==> src/rtl/branch_predictor.sv <==
// Gshare branch predictor: a PHT of 2-bit counters indexed by pc XOR speculative history.
// Predictions are recorded in a small FIFO and resolved in order by the branch unit.
// A mispredicted commit restores the speculative history from the architectural history
// and flushes the FIFO.
module branch_predictor #(
  parameter int PATTERN_WIDTH  = 8,
  parameter int INST_MEM_WIDTH = 14,
  parameter int N_B_ENTRY      = 4
) (
  input  logic                      clk,
  input  logic                      reset,
  input  logic                      fetch_b,
  input  logic [INST_MEM_WIDTH-1:0] pc,
  input  logic [INST_MEM_WIDTH-1:0] target,
  output logic                      fetch_ready,
  output logic                      prediction,
  output logic [PATTERN_WIDTH-1:0]  pattern_out,
  output logic [INST_MEM_WIDTH-1:0] addr_on_failure_out,
  output logic [INST_MEM_WIDTH-1:0] next_pc,
  input  logic                      commit_b,
  input  logic                      commit_failure,
  input  logic [PATTERN_WIDTH-1:0]  commit_pattern
);

  localparam int CNT_W = $clog2(N_B_ENTRY) + 1;
  localparam int PTR_W = (N_B_ENTRY > 1) ? $clog2(N_B_ENTRY) : 1;
  localparam int PHT_N = 2 ** PATTERN_WIDTH;
  localparam logic [CNT_W-1:0]          CNT_FULL = CNT_W'(N_B_ENTRY);
  localparam logic [PTR_W-1:0]          PTR_LAST = PTR_W'(N_B_ENTRY - 1);
  localparam logic [INST_MEM_WIDTH-1:0] PC_STEP  = INST_MEM_WIDTH'(1);

  logic [1:0]               pht [PHT_N];
  logic [PATTERN_WIDTH-1:0] spec_ghr;
  logic [PATTERN_WIDTH-1:0] arch_ghr;
  logic [CNT_W-1:0]         count;
  logic [N_B_ENTRY-1:0]     fifo;
  logic [PTR_W-1:0]         head;
  logic [PTR_W-1:0]         tail;

  logic [PATTERN_WIDTH-1:0]  index;
  logic [INST_MEM_WIDTH-1:0] pc_plus1;
  logic                      accept;
  logic                      commit;
  logic                      actual;
  logic [PATTERN_WIDTH-1:0]  arch_next;

  // Saturating 2-bit counter step toward taken (up=1) or not-taken (up=0).
  function automatic logic [1:0] sat_update(input logic [1:0] c, input logic up);
    if (up) return (c == 2'd3) ? 2'd3 : c + 2'd1;
    else    return (c == 2'd0) ? 2'd0 : c - 2'd1;
  endfunction

  // Circular pointer advance for a depth that need not be a power of two.
  function automatic logic [PTR_W-1:0] inc_ptr(input logic [PTR_W-1:0] p);
    return (p == PTR_LAST) ? '0 : p + 1'b1;
  endfunction

  // Lookup, address selection and handshake decode; all read registered state only.
  always_comb begin
    index               = pc[PATTERN_WIDTH-1:0] ^ spec_ghr;
    pattern_out         = index;
    prediction          = pht[index][1];
    pc_plus1            = pc + PC_STEP;
    next_pc             = prediction ? target : pc_plus1;
    addr_on_failure_out = prediction ? pc_plus1 : target;
    fetch_ready         = (count < CNT_FULL) || commit_b;
    accept              = fetch_b && fetch_ready;
    commit              = commit_b && (count != '0);
    actual              = fifo[head] ^ commit_failure;
    arch_next           = {arch_ghr[PATTERN_WIDTH-2:0], actual};
  end

  // Control state: histories, PHT counters, FIFO occupancy and pointers.
  always_ff @(posedge clk or posedge reset) begin
    if (reset) begin
      spec_ghr <= '0;
      arch_ghr <= '0;
      count    <= '0;
      head     <= '0;
      tail     <= '0;
      for (int i = 0; i < PHT_N; i++) pht[i] <= 2'b01;
    end else begin
      if (commit) begin
        arch_ghr            <= arch_next;
        pht[commit_pattern] <= sat_update(pht[commit_pattern], actual);
        head                <= inc_ptr(head);
      end
      if (commit && commit_failure) begin
        // Misprediction: resteer history and drop every younger prediction.
        spec_ghr <= arch_next;
        count    <= '0;
        head     <= '0;
        tail     <= '0;
      end else begin
        if (accept) begin
          spec_ghr <= {spec_ghr[PATTERN_WIDTH-2:0], prediction};
          tail     <= inc_ptr(tail);
        end
        case ({accept, commit})
          2'b10:   count <= count + 1'b1;
          2'b01:   count <= count - 1'b1;
          default: count <= count;
        endcase
      end
    end
  end

  // Prediction bit storage; validity is tracked by count, so no reset is needed.
  always_ff @(posedge clk) begin
    if (accept && !(commit && commit_failure)) fifo[tail] <= prediction;
  end

endmodule

==> config.mk <==
export PLATFORM = sky130hd
export DESIGN_NAME = branch_predictor
export DESIGN_NICKNAME = d
export VERILOG_FILES = /design/src/rtl/branch_predictor.sv
export SDC_FILE = /design/constraint.sdc
export NUM_CORES = 2
export LEC_CHECK = 0
export CELL_PAD_IN_SITES_DETAIL_PLACEMENT = 0
export CELL_PAD_IN_SITES_GLOBAL_PLACEMENT = 1
export CORE_AREA = 2 2 231 233
export CTS_CLUSTER_SIZE = 10
export DETAILED_ROUTE_END_ITERATION = 12
export DIE_AREA = 0 0 233 235
export PLACE_DENSITY_LB_ADDON = 0.1
export SYNTH_ARGS = -nofsm -noshare
export SYNTH_HDL_FRONTEND = slang
export SYNTH_SLANG_ARGS = --single-unit
export TNS_END_PERCENT = 20
==> constraint.sdc <==
create_clock -name clk -period 35.9 [get_ports clk]
set_clock_uncertainty 0.15 [all_clocks]
set_input_delay 10.77 -clock clk [delete_from_list [all_inputs] [get_ports clk]]
set_output_delay 10.77 -clock clk [all_outputs]
set_load 0.02 [all_outputs]
==> flow_summary_export.csv <==
group,metric,value,unit
outcome,status,"complete, no violations",
sta,setup_violations,0,
clock_tree,clk_pin_slew_worst_paths,0.05,ns
route,first_pass_iters,7,
critical_path,crit_type,"input pin to primary output",
clock_tree,clock_tree.root_cell,"clkbuf_16",
placed_design,numPortBuffers,78,
sta,tns,0,ns
pwr,powerDensity,61.9,mW/mm²
placed_design,dpl.cell_count,3359,
worst_hold_path,worstHoldStart,"pht[204]",
clock_tree,cts_made_buffers,61,
route,maxUsedRoutingLayer,"met4",
sta,rsz0062_at_grt,"no",
floorplan,die_x,233,µm
clock_tree,clockBufferDepth,3,
route,met2_length,40.3,mm
global_routing,grt_pass1_wl,134,mm
floorplan,die_y,235,µm
critical_path,cp.required,24.98,ns
route,vias,21800,
route,wl_per_cell,25.3,µm
global_routing,grt_pass1_vias,21400,
logic_synthesis,ys_ff_latch,538,
global_routing,groute.usage.overall,32.7,%
sta,worst_pin_slew,1.30,ns
critical_path,crit_path_top_delay_cell,"a2111oi_0",
finish,area_growth_syn_to_layout,10.4,%
sta,hold_viol,0,
floorplan,initial_utilization,53.6,%
clock_tree,cts.sinks,538,
critical_path,cpLargestDelayFamily,"buffers and inverters",
sta,period_share,74.4,%
worst_hold_path,hp-class,"flip-flop to flip-flop",
floorplan,fp-row-count,84,
logic_synthesis,avgSynthCellArea,10.3,µm²
route,met1Wirelength,36.7,mm
clock_tree,htree_levels,2,
critical_path,crit_fanout,34,
critical_path,r2r_start,"pht[197]",
logic_synthesis,async_flop_share,99.3,%
logic_synthesis,synth_cells,2721,
finish,stdcell_count,3475,
logic_synthesis,seq_area_frac_synth,49.3,%
critical_path,max_stage_delay,0.74,ns
logic_synthesis,synth_top_flop_cell,"dfrtp_1",
critical_path,critPathLaunchType,"input pin",
finish,nNetsFinal,2783,
pwr,leakage,11.7,nW
finish,drive_gt1_share,24.1,%
global_routing,grt_overflow,0,
floorplan,coreArea,0.0522,mm²
global_routing,grt_max_degree,180,
route,vias_per_cell,6.26,
clock_tree,cts_tree,"built",
critical_path,crit_chain,"clkdlybuf4s50_1 -> xnor2_1 -> inv_2 -> buf_4 -> mux4_2 -> a211oi_1 -> a22oi_1 -> a2111oi_0 -> a41o_1 -> nor3_4 -> buf_4 -> mux2_1 -> clkdlybuf4s50_1",
clock_tree,holdBufCountCts,0,
global_routing,antenna_found_initial,0,
placed_design,dp_hpwl,56.9,mm
route,drt_iter0_drc,1959,
route,wl_met3,7.19,mm
logic_synthesis,yosysUniqueCellTypes,69,
route,ant_nets,0,
sta,timing.fmax,37.4,MHz
finish,diodes,0,
clock_tree,clk_latency,0.64,ns
critical_path,worst-path-buf-inv,5,
floorplan,die-area,0.0548,mm²
sta,relSlewSlack,13.0,%
logic_synthesis,syn-cell-area,0.0280,mm²
route,drc_errors,0,
clock_tree,post_cts_buffers,0,
sta,fin_crit,26.73,ns
logic_synthesis,ys_warn_count,0,
sta,maxSlewViolCount,0,
critical_path,crit_path_end_kind,"primary output",
logic_synthesis,synth-edff-count,4,
run,max-cap-violations,0,
critical_path,cp-startpoint,"pc[1]",
placed_design,routabilityCongestion,0.888,
critical_path,arrival,15.81,ns
clock_tree,ctsResizeCount,0,
pwr,peakVddDrop,0.0000563,V
floorplan,num_io_pins,79,
logic_synthesis,synthesis.nets,2770,
route,wl,87.9,mm
[cells by family after synthesis]
| logic type | count (synthesis) | share of synthesized area, % |
|---|---|---|
| AOI/OAI and AO/OA | 673 | 14.4 |
| xor gates and xnor gates | 23 | 0.773 |
| adders and majority gates | 10 | 0.465 |
| buffers and inverters | 183 | 3.84 |
| DFF | 538 | 49.3 |
| muxes | 246 | 16.4 |
| and+or+nand+nor | 1048 | 14.8 |
[worst reg2reg max path: stages, from the launching register on]
cell and delay [ns]:
dfrtp_1 0.43, mux4_2 0.49, a22oi_1 0.23, a21oi_1 0.10, a2111oi_0 0.63, a21oi_1 0.16, a21oi_1 0.30, maj3_4 0.83
buf_4 0.87, buf_4 0.79, o21ai_1 0.25
[per-stage QoR]
stage	cell area [µm²]	hold WS (ns)	total power [mW]	utilization, %	setup slack [ns]
3_3_place_gp	29100	0.298	1.32	55.7	9.27
5_1_grt	30900	0.325	2.00	59.2	8.98
3_5_place_dp	29100	0.304	1.34	55.7	9.27
2_1_floorplan	28000	0.291	1.16	-	10.48
4_1_cts	30900	0.313	1.92	59.2	9.23
6_report	30900	0.308	1.91	59.2	9.17
[synth_stat cells, types with 16 or more instances]
master	n	area share, %
nor2_1	60	0.80
buf_6	35	1.4
o22ai_1	17	0.38
nand3_1	21	0.38
mux2_1	21	0.84
buf_2	50	0.89
o21ai_0	195	3.5
o21ai_1	235	4.2
mux2i_1	40	1.4
a21oi_1	36	0.64
buf_4	16	0.43
o21ai_2	90	2.8
mux4_2	165	13
a22oi_1	28	0.75
dfrtp_1	278	25
clkbuf_1	59	0.79
nand2_1	892	12
dfstp_2	256	24
xnor2_1	16	0.50
[power by group]
group	switching (mW)	internal (mW)
Sequential	0.0446	0.688
Combinational	0.395	0.202
Clock	0.250	0.332
[area by class of cell]
type / count / area, µm²
Fill cell: 4429 / 21300
Clock inverter: 2 / 13.8
Timing Repair Buffer: 116 / 1100
Clock buffer: 114 / 1800
Inverter: 17 / 71.3
Tap cell: 688 / 861
Multi-Input combinational cell: 2000 / 13300
Sequential cell: 538 / 13800
[sequential cells by signal, indices dropped and copies added (netlist names)]
name / flops
spec_ghr: 8
pht: 512
arch_ghr: 7
fifo: 4
count: 3
head: 2
tail: 2
[cells in the final DEF (no fill, tap or decap), types with 5 or more instances in the layout]
cell,count
mux2i_1,40
a21oi_1,36
a31oi_1,14
o21ai_0,195
nand4_1,6
mux2_4,5
mux4_2,165
nand2b_1,7
o21ai_1,235
dfrtp_1,278
xnor2_1,16
o22ai_1,17
nor2_1,44
nor2b_1,11
clkbuf_1,48
xor2_1,5
dfstp_2,256
a211oi_1,9
ha_1,7
inv_1,13
a2111oi_0,12
a22o_1,6
a22oi_1,28
buf_4,37
mux2_1,21
clkdlybuf4s50_1,75
nor3_1,11
nor2_4,12
nand3_1,21
clkbuf_16,63
nor4_1,9
a311oi_1,5
mux2_2,15
nand2_1,892
and3_1,11
o21ai_2,90
[per-layer routing]
layer	GRT usage [%]	up-vias
met5	0	-
met2	50.0	965
met3	6.30	196
li1	-	9774
met4	13.3	0
met1	46.1	10800
[final timing paths]
kind | cells after the start | slack [ns] | end
worst max-delay path | 13 | 9.17 | next_pc[2]
worst min-delay path | 2 | 0.31 | pht[204]
worst max register to register | 10 | 30.57 | pht[90]
worst min register to register | 2 | 0.31 | pht[204]
max in group asynchronous | 3 | 23.53 | head[0]
min in group asynchronous | 2 | 10.58 | pht[11]
Power figures use the tool's default switching activity.
